File: src/rtl/control_unit.sv
// Multicycle control FSM: sequences PC strobes, IR capture, data memory,
// register file and ALU control for a 3-cycle (LOAD: 4-cycle) instruction flow.
module control_unit #(
    parameter int unsigned INSTR_W   = 16,
    parameter int unsigned D_ADDR_W  = 8,
    parameter int unsigned RF_ADDR_W = 4
) (
    input  logic                 clk,
    input  logic                 reset_n,
    input  logic [INSTR_W-1:0]   instr,
    output logic                 pc_clr,
    output logic                 pc_up,
    output logic [INSTR_W-1:0]   ir_q,
    output logic [D_ADDR_W-1:0]  d_addr,
    output logic                 d_wr,
    output logic                 rf_s,
    output logic [RF_ADDR_W-1:0] rf_w_addr,
    output logic                 rf_w_en,
    output logic [RF_ADDR_W-1:0] rf_ra_addr,
    output logic [RF_ADDR_W-1:0] rf_rb_addr,
    output logic [2:0]           alu_s,
    output logic [3:0]           state_q
);

    localparam int unsigned FIELD_W = 4;
    localparam int unsigned ALU_W   = 3;

    localparam logic [FIELD_W-1:0] OP_NOOP  = 4'h0;
    localparam logic [FIELD_W-1:0] OP_STORE = 4'h1;
    localparam logic [FIELD_W-1:0] OP_LOAD  = 4'h2;
    localparam logic [FIELD_W-1:0] OP_ADD   = 4'h3;
    localparam logic [FIELD_W-1:0] OP_SUB   = 4'h4;
    localparam logic [FIELD_W-1:0] OP_HALT  = 4'h5;

    localparam logic [ALU_W-1:0] ALU_PASS = 3'b000;
    localparam logic [ALU_W-1:0] ALU_ADD  = 3'b001;
    localparam logic [ALU_W-1:0] ALU_SUB  = 3'b010;

    typedef enum logic [3:0] {
        S_INIT   = 4'd0,
        S_FETCH  = 4'd1,
        S_DECODE = 4'd2,
        S_NOOP   = 4'd3,
        S_LOAD_A = 4'd4,
        S_LOAD_B = 4'd5,
        S_STORE  = 4'd6,
        S_ADD    = 4'd7,
        S_SUB    = 4'd8,
        S_HALT   = 4'd9
    } state_t;

    state_t state, state_nxt;

    logic [INSTR_W-1:0]   ir_nxt;
    logic [FIELD_W-1:0]   opcode;
    logic [FIELD_W-1:0]   fa, fb, fc;

    logic                 pc_clr_d, pc_up_d, d_wr_d, rf_s_d, rf_w_en_d;
    logic [D_ADDR_W-1:0]  d_addr_d;
    logic [RF_ADDR_W-1:0] rf_w_addr_d, rf_ra_addr_d, rf_rb_addr_d;
    logic [ALU_W-1:0]     alu_s_d;

    assign opcode  = ir_q[INSTR_W-1 -: FIELD_W];
    assign state_q = state;

    // State and instruction register
    always_ff @(posedge clk or negedge reset_n) begin
        if (!reset_n) begin
            state <= S_INIT;
            ir_q  <= '0;
        end else begin
            state <= state_nxt;
            ir_q  <= ir_nxt;
        end
    end

    // Next-state logic
    always_comb begin
        state_nxt = S_INIT;
        case (state)
            S_INIT:   state_nxt = S_FETCH;
            S_FETCH:  state_nxt = S_DECODE;
            S_DECODE: begin
                case (opcode)
                    OP_STORE: state_nxt = S_STORE;
                    OP_LOAD:  state_nxt = S_LOAD_A;
                    OP_ADD:   state_nxt = S_ADD;
                    OP_SUB:   state_nxt = S_SUB;
                    OP_HALT:  state_nxt = S_HALT;
                    OP_NOOP:  state_nxt = S_NOOP;
                    default:  state_nxt = S_NOOP;
                endcase
            end
            S_NOOP:   state_nxt = S_FETCH;
            S_LOAD_A: state_nxt = S_LOAD_B;
            S_LOAD_B: state_nxt = S_FETCH;
            S_STORE:  state_nxt = S_FETCH;
            S_ADD:    state_nxt = S_FETCH;
            S_SUB:    state_nxt = S_FETCH;
            S_HALT:   state_nxt = S_HALT;
            default:  state_nxt = S_INIT;
        endcase
    end

    // IR only loads on the edge leaving FETCH
    assign ir_nxt = (state == S_FETCH) ? instr : ir_q;
    assign fa     = ir_nxt[INSTR_W-FIELD_W-1 -: FIELD_W];
    assign fb     = ir_nxt[INSTR_W-2*FIELD_W-1 -: FIELD_W];
    assign fc     = ir_nxt[FIELD_W-1:0];

    // Control decode of the upcoming state, registered below so each output
    // matches the state it belongs to in the same cycle
    always_comb begin
        pc_clr_d     = 1'b0;
        pc_up_d      = 1'b0;
        d_addr_d     = '0;
        d_wr_d       = 1'b0;
        rf_s_d       = 1'b0;
        rf_w_addr_d  = '0;
        rf_w_en_d    = 1'b0;
        rf_ra_addr_d = '0;
        rf_rb_addr_d = '0;
        alu_s_d      = ALU_PASS;
        case (state_nxt)
            S_INIT:  pc_clr_d = 1'b1;
            S_FETCH: pc_up_d  = 1'b1;
            S_LOAD_A, S_LOAD_B: begin
                d_addr_d    = D_ADDR_W'({fa, fb});
                rf_s_d      = 1'b1;
                rf_w_addr_d = RF_ADDR_W'(fc);
                rf_w_en_d   = (state_nxt == S_LOAD_B);
            end
            S_STORE: begin
                d_addr_d     = D_ADDR_W'({fa, fb});
                rf_ra_addr_d = RF_ADDR_W'(fc);
                d_wr_d       = 1'b1;
            end
            S_ADD, S_SUB: begin
                rf_ra_addr_d = RF_ADDR_W'(fa);
                rf_rb_addr_d = RF_ADDR_W'(fb);
                alu_s_d      = (state_nxt == S_ADD) ? ALU_ADD : ALU_SUB;
                rf_w_addr_d  = RF_ADDR_W'(fc);
                rf_w_en_d    = 1'b1;
            end
            default: ;
        endcase
    end

    // Output registers; async reset drops write enables and raises pc_clr at once
    always_ff @(posedge clk or negedge reset_n) begin
        if (!reset_n) begin
            pc_clr     <= 1'b1;
            pc_up      <= 1'b0;
            d_addr     <= '0;
            d_wr       <= 1'b0;
            rf_s       <= 1'b0;
            rf_w_addr  <= '0;
            rf_w_en    <= 1'b0;
            rf_ra_addr <= '0;
            rf_rb_addr <= '0;
            alu_s      <= ALU_PASS;
        end else begin
            pc_clr     <= pc_clr_d;
            pc_up      <= pc_up_d;
            d_addr     <= d_addr_d;
            d_wr       <= d_wr_d;
            rf_s       <= rf_s_d;
            rf_w_addr  <= rf_w_addr_d;
            rf_w_en    <= rf_w_en_d;
            rf_ra_addr <= rf_ra_addr_d;
            rf_rb_addr <= rf_rb_addr_d;
            alu_s      <= alu_s_d;
        end
    end

endmodule

File: config.mk
export PLATFORM = sky130hd
export DESIGN_NAME = control_unit
export DESIGN_NICKNAME = d
export VERILOG_FILES = /design/src/rtl/control_unit.sv
export SDC_FILE = /design/constraint.sdc
export NUM_CORES = 1
export LEC_CHECK = 0
export CAP_MARGIN = 30
export CORE_MARGIN = 3
export CORE_UTILIZATION = 45
export DETAILED_ROUTE_END_ITERATION = 12
export PLACE_DENSITY_LB_ADDON = 0.08
export SKIP_CTS_REPAIR_TIMING = 1
export SYNTH_ARGS = -nofsm -noshare
export SYNTH_HDL_FRONTEND = slang
export SYNTH_SLANG_ARGS = --single-unit
File: constraint.sdc
create_clock -name clk -period 2.2 [get_ports clk]
set_input_delay 0.44 -clock clk [delete_from_list [all_inputs] [get_ports clk]]
set_output_delay 0.44 -clock clk [all_outputs]
set_load 0.03 [all_outputs]
# Word level (Yosys, flattened, before mapping)
# Index checks and enable logic that the tools add are counted.
# Widths: inputs -> output; s select.
dict set report totals {
  ff_bits 48
  inputBits 18
  out_inout_bits 48
  wordCells 54
}
dict set report classes {
  n_eq_ne 20
  n_mux 14
  reduce_logical 7
}
# op n
set ops {}
lappend ops {{$eq 4x3->1 const B} 10}
lappend ops {{$pmux 4 s5} 2}
lappend ops {{$eq 4x2->1 const B} 4}
lappend ops {{$eq 4x1->1 const B} 3}
lappend ops {{$eq 4x4->1 const B} 3}
lappend ops {{$mux 12} 1}
lappend ops {{$logic_not 4->1} 2}
lappend ops {{$mux 4} 2}
lappend ops {{$mux 8} 1}
lappend ops {{$pmux 4 s2} 1}
lappend ops {{$reduce_or 6->1} 1}
lappend ops {{$mux 1} 4}
lappend ops {{$mux 2} 2}
lappend ops {{$reduce_or 2->1} 2}
lappend ops {{$reduce_or 4->1} 1}
lappend ops {{$reduce_or 3->1} 1}
lappend ops {{$pmux 1 s2} 1}

# Logic depth before layout (Yosys ltp)
# Gate-level depths: netlist of the first run.
dict set report logic_depth {
  depth_word 6
  ltp_mapped 6
  depth_no_buf 4
}

# Worst setup path before layout of the first run
# No wires, ideal clock.
dict set report synth_path {
  kind {register to register}
  startpoint {register state[1] (netlist: state_q[1])}
  endpoint {register rf_ra_addr[1]}
  setup_ns 0.135
  arrival_time_ns 1.705
  t_required_ns 2.065
  setup_slack_ns 0.360
  stages_incl_launch_ff 7
  n_path_buf 2
  synth_period_minus_slack_ns 1.840
  path_cell_list {dfrtp_1 > buf_2 > nor4b_4 > buf_6 > mux2i_1 > o22a_1 > o22ai_2}
}
dict set report synth_via {
  elab_chain_len 6
  elab_cells_between_ends 18
  classes_between {12 x eq/ne; 3 x mux; 3 x reduce/logical}
}
# item line_no
set synth_rtl {}
lappend synth_rtl {{from (decl)} 52} ;# state_t state, state_nxt;
lappend synth_rtl {{from (signal assigned)} 72} ;# state <= state_nxt;
lappend synth_rtl {{$eq 4x4->1, or another cell as far along} 80} ;# case (state)
lappend synth_rtl {{$reduce_or 6->1 (no line)} -}
lappend synth_rtl {{$pmux 4 s5} 80}
lappend synth_rtl {{$eq 4x3->1 / $eq 4x4->1 (equally long branches)} 124} ;# case (state_nxt)
lappend synth_rtl {{$reduce_or 2->1} -}
lappend synth_rtl {{$pmux 4 s2 *} 124}
lappend synth_rtl {{named net rf_ra_addr_d[1]} 60} ;# logic [RF_ADDR_W-1:0] rf_w_addr_d, rf_ra_addr_d, rf_rb_addr_d;
lappend synth_rtl {{to (signal assigned)} 170} ;# rf_ra_addr <= rf_ra_addr_d;
lappend synth_rtl {{to (decl)} 19} ;# output logic [RF_ADDR_W-1:0] rf_ra_addr,
# The timed path passes the listed nets; every way through them passes the cells marked *.
# A chain may end at the register's enable or synchronous reset.

# Worst setup path after layout of the first run
dict set report layout_path {
  startpoint {register state[2] (netlist: state_q[2])}
  endpoint {output port state_q[2]}
}
# item line_no
set layout_rtl {}
lappend layout_rtl {{to (decl)} 22} ;# output logic [3:0] state_q
# No word-level cell between the ends.

==> qor.csv, run 1 <==
metric,value,unit
outcome,completed,
min_period,2.119,ns
synth_cell_types,40,
antenna_found_initial,0,
synthFlopType,dfrtp_1,
clock_sinks,47,
reg2reg_slack,0.31,ns
critPathMaxStageDelay,0.76,ns
grt_usage,18.73,%
fin_setup_tns,0,ns
die_height,72.37,um
p_leak,1.277,nW
synth_nets,188,
hold_viol,0,
synth_edf_count,0,
area_delta_synth_final,39.33,%
diodes,0,
htreeDepth,2,
grt_pass1_wl,7452,um
async_reset_ff_share,100.0,%
cap_violations,0,
critPathRequiredTime,1.76,ns
cp_slowest_cell,clkdlybuf4s50_1,
seqCellArea,1177,um^2
final_net_count,255,
synth.top_cell.area_share,58.08,%
syn_area_per_cell,11.66,um^2
port_buffers,64,
peakVddDrop,0.8435,mV
hp-class,in2async,
io_pins,66,
wire_per_inst,15.50,um
tightestPinTransition,0.7470,ns
multiInputGateArea,656.9,um^2
drt-pass1-iter-count,4,
maxSlewHeadroom,50.20,%
dp_hpwl,3403,um
synth_seq_area_share,59.41,%
clkLatencyLatePin,0.30,ns
first_global_vias,1485,
cts_made_buffers,5,
gr-total-overflow,0,
cts_tree,done,
path_buf_inv,1,
coreArea,4115,um^2
synth-seq-cells,47,
antenna_left,0,
rr_worst_depth,5,
r2r-start,state_q[2],
synth_top_area_cell,dfrtp_1,
yosysWarnings,0,
fillers,335,
clock_skew,0.007641,ns
setup_viol,0,
fmax,471.9,MHz
yosysMostFrequentCell,dfrtp_1,
rows,23,
drt_iter0_markers,89,
whs,0.1969,ns
worst_setup_path_end_kind,primary output,
synthTopCellsByArea,"dfrtp_1 (58%), mux2i_1 (6.1%), nor2_1 (3.4%)",
period_share,96.32,%
routabilityCongestion,0.7888,
cp_top_family,buffers and inverters,
crit_cells,1,
grt_start_max_net_pins,37,
power_density,1543,nW/um^2
drc,0,
cts_root_buffer,clkbuf_8,
synth_area,1982,um^2
vias,1477,
rsz0062_at_grt,no,
cp-startpoint,state_q[2],
drive_gt1_share,11.34,%
start_util,48.16,%
finalMaxSlewViolations,0,
dieArea,5237,um^2
syn_inst,170,
clock_path_buffers,2,
startpoint_type,flip-flop,
cp_data_arrival_time,1.68,ns
synth_common_cells,"dfrtp_1 (46), nor2_1 (18), inv_1 (17)",
via_per_inst,5.128,
path_clk_slew,0.08,ns
path_max_fanout,13,
fp.dieW,72.37,um
wirelength,4465,um
reg2reg_to,rf_ra_addr[2],
crit_chain,clkdlybuf4s50_1,
path_class,reg2out,
crit_path_end,state_q[2],
cell usage in the layout, fill, tap and decap left out, types with 2 or more instances in the layout:
cell type	synthesis	routed
o21ai_0	5	5
a21oi_1	6	6
nand2_1	13	13
nand3_1	3	3
or4b_1	2	2
buf_4	2	7
clkdlybuf4s50_1	0	63
clkbuf_8	0	5
o21ai_1	2	2
or4b_4	2	2
inv_1	17	17
nand2b_1	3	3
o22a_1	4	4
xnor2_1	2	2
dfrtp_1	46	46
mux2i_1	12	12
o22ai_1	3	3
nor2_1	18	18
flip-flops by register name, summed over array words and instances (netlist names), 2 cells and up:
| signal | cells |
|---|---|
| alu_s | 2 |
| d_addr | 8 |
| ir_q | 16 |
| rf_ra_addr | 4 |
| rf_rb_addr | 4 |
| rf_w_addr | 4 |
| state_q | 4 |
logic make-up after synthesis:
| family | synth area share (%) |
|---|---|
| buffers and inverters | 7.449 |
| xor gates and xnor gates | 0.8840 |
| muxes | 6.061 |
| DFF | 59.41 |
| other | 0.1892 |
| and+or+nand+nor | 14.90 |
| AOI/OAI and AO/OA | 11.11 |
per-stage QoR:
| step | power (mW) | instances | instance area (um^2) | utilization (%) | worst slack [ns] |
|---|---|---|---|---|---|
| floorplan | 2.879 | 170 | 1982 | - | 0.3600 |
| global placement | 3.624 | 280 | 2649 | 64.37 | 0.4384 |
| detailed placement | 3.665 | 280 | 2649 | 64.37 | 0.3322 |
| CTS | 4.302 | 288 | 2761 | 67.10 | 0.07827 |
| global route | 4.532 | 288 | 2761 | 67.10 | 0.01831 |
| finish | 4.261 | 288 | 2761 | 67.10 | 0.08104 |
layer usage:
layer | wire, um | GRT usage (%) | part of all wire [%] | vias up
met5 | 0 | 0 | 0 | -
met4 | 42 | 5.637 | 0.94 | 0
met3 | 334 | 7.064 | 7.5 | 4
met2 | 2217 | 29.83 | 50 | 47
met1 | 1871 | 23.78 | 42 | 720
li1 | - | - | - | 706
power by group:
group	switching, mW	internal, mW
clock	0.282	0.338
combinational	1.29	0.948
sequential	0.281	1.12
total	1.85	2.41
worst min path at each step:
stage | slack (ns) | start | end
global placement | 0.51 | ir_q[4] | ir_q[4]
finish | 0.20 | reset_n | pc_up
floorplan | 0.14 | reset_n | alu_s[0]
CTS | 0.23 | reset_n | rf_w_addr[0]
global route | 0.26 | reset_n | ir_q[0]
detailed placement | 0.53 | ir_q[5] | ir_q[5]
layout make-up:
| type | instances | area share (%) |
|---|---|---|
| repair buffers | 71 | 24.92 |
| flip-flops and latches | 47 | 42.64 |
| inverters | 17 | 2.311 |
| clock buffers | 5 | 2.492 |
| well taps | 50 | 2.266 |
| multi-input cells | 95 | 23.79 |
| clock inverters | 3 | 1.586 |
Note: power is estimated with default switching activity, not from simulation.
==> run 2: changes to the inputs <==
CELL_PAD_IN_SITES_DETAIL_PLACEMENT = 1   (was unset)
CELL_PAD_IN_SITES_GLOBAL_PLACEMENT = 1   (was unset)
CORE_UTILIZATION = 35   (was 45)
==> qor.csv, run 2 (synthesized netlist as in run 1, its figures left out) <==
metric,value,unit,change
worst_setup_path_end_kind,primary output,,unchanged
coreArea,5303,um^2,was 4115 um^2
multiInputGateArea,656.9,um^2,unchanged
cp_data_arrival_time,1.69,ns,was 1.68 ns
rsz0062_at_grt,no,,unchanged
vias,1475,,"was 1,477"
diodes,0,,unchanged
port_buffers,64,,unchanged
wire_per_inst,16.20,um,was 15.50 um
wirelength,4973,um,was 4465 um
grt_start_max_net_pins,22,,was 37
drc,0,,unchanged
path_class,reg2out,,unchanged
hp-class,in2async,,unchanged
htreeDepth,2,,unchanged
p_leak,1.261,nW,was 1.277 nW
final_net_count,254,,was 255
area_delta_synth_final,39.52,%,was 39.33%
grt_usage,16.27,%,was 18.73%
tightestPinTransition,0.4954,ns,was 0.7470 ns
power_density,1524,nW/um^2,was 1543 nW/um^2
path_clk_slew,0.09,ns,was 0.08 ns
fin_setup_tns,0,ns,unchanged
crit_chain,clkdlybuf4s50_1,,unchanged
clock_sinks,47,,unchanged
largestRegisters,"ir_q (16), d_addr (8)",,unchanged
start_util,37.38,%,was 48.16%
clkLatencyLatePin,0.30,ns,about the same
fp.dieW,81.25,um,was 72.37 um
grt_pass1_wl,8176,um,was 7452 um
dieArea,6602,um^2,was 5237 um^2
cts_tree,done,,unchanged
maxSlewHeadroom,66.75,%,was 50.20%
via_per_inst,4.805,,was 5.128
outcome,completed,,unchanged
gr-total-overflow,0,,unchanged
fmax,468.9,MHz,was 471.9 MHz
critPathRequiredTime,1.76,ns,about the same
setup_viol,0,,unchanged
finalMaxSlewViolations,0,,unchanged
fillers,584,,was 335
critPathMaxStageDelay,0.76,ns,about the same
period_share,96.94,%,was 96.32%
drt_iter0_markers,86,,was 89
antenna_found_initial,0,,unchanged
whs,0.07910,ns,was 0.1969 ns
cp_slowest_cell,clkdlybuf4s50_1,,unchanged
final_common_cell,clkdlybuf4s50_1,,unchanged
drt-pass1-iter-count,4,,unchanged
final_cell_mix,"clkdlybuf4s50_1 (63), dfrtp_1 (46), nor2_1 (18), inv_1 (17), nand2_1 (13)",,unchanged
cp_top_family,buffers and inverters,,unchanged
cts_made_buffers,5,,unchanged
hold_viol,0,,unchanged
largest_reg_flops,16,,unchanged
antenna_left,0,,unchanged
drive_gt1_share,10.97,%,was 11.34%
first_global_vias,1648,,"was 1,485"
path_max_fanout,13,,unchanged
die_height,81.25,um,was 72.37 um
cts_root_buffer,clkbuf_8,,unchanged
min_period,2.133,ns,was 2.119 ns
regMostFlops,ir_q,,unchanged
dp_hpwl,3837,um,was 3403 um
routabilityCongestion,0.7755,,was 0.7888
seqCellArea,1177,um^2,unchanged
startpoint_type,flip-flop,,unchanged
io_pins,66,,unchanged
clock_skew,0.01165,ns,was 0.007641 ns
clock_path_buffers,2,,unchanged
cap_violations,0,,unchanged
rows,26,,was 23
path_buf_inv,1,,unchanged
peakVddDrop,0.5880,mV,was 0.8435 mV
## run 2: cell types whose count changed in the layout (fill, tap and decap cells not counted)
cell,delta
buf_4,-1
bufinv_16,-1
clkbuf_8,+1
clkinv_2,-1
clkinvlp_4,+1
## run 2: area by class of cell
class / instances / area share [%]
clock buffers: 6 / 2.986
clock inverters: 2 / 0.5882
inverters: 17 / 2.308
multi-input cells: 95 / 23.76
flip-flops and latches: 47 / 42.58
well taps: 70 / 3.167
repair buffers: 70 / 24.62
## run 2: path summary, 6_finish.rpt
check | startpoint | end | slack, ns | cells after the start
setup / recovery | state_q[2] | state_q[2] | 0.07 | 1
hold / removal | reset_n | state_q[0] | 0.08 | 1
setup reg to reg | state_q[2] | rf_ra_addr[2] | 0.27 | 5
hold reg to reg | ir_q[3] | ir_q[3] | 0.55 | 2
max in group asynchronous | reset_n | pc_clr | 1.41 | 2
min in group clk | ir_q[3] | ir_q[3] | 0.55 | 2
## run 2: power by group
part / switching, mW / internal [mW] / leakage (nW) / total, mW
combinational: 1.31 / 0.934 / 0.604 / 2.25
clock: 0.299 / 0.257 / 0.0474 / 0.556
sequential: 0.290 / 1.12 / 0.610 / 1.41
## run 2: through the flow
stage | std cells | util (%) | power, mW | setup slack [ns] | area, um^2
floorplan | 170 | - | 2.879 | 0.3600 | 1982
global placement | 299 | 50.28 | 3.649 | 0.3924 | 2666
detailed placement | 299 | 50.28 | 3.700 | 0.2809 | 2666
CTS | 307 | 52.15 | 4.261 | 0.06087 | 2765
global route | 307 | 52.15 | 4.491 | 0.01353 | 2765
finish | 307 | 52.15 | 4.215 | 0.06736 | 2765
## run 2: routing by layer
metal  track usage [%]  wire [um]
met5                 0          0
met1             20.06       2137
met3             4.545        281
met4             4.561         47
met2             27.83       2506
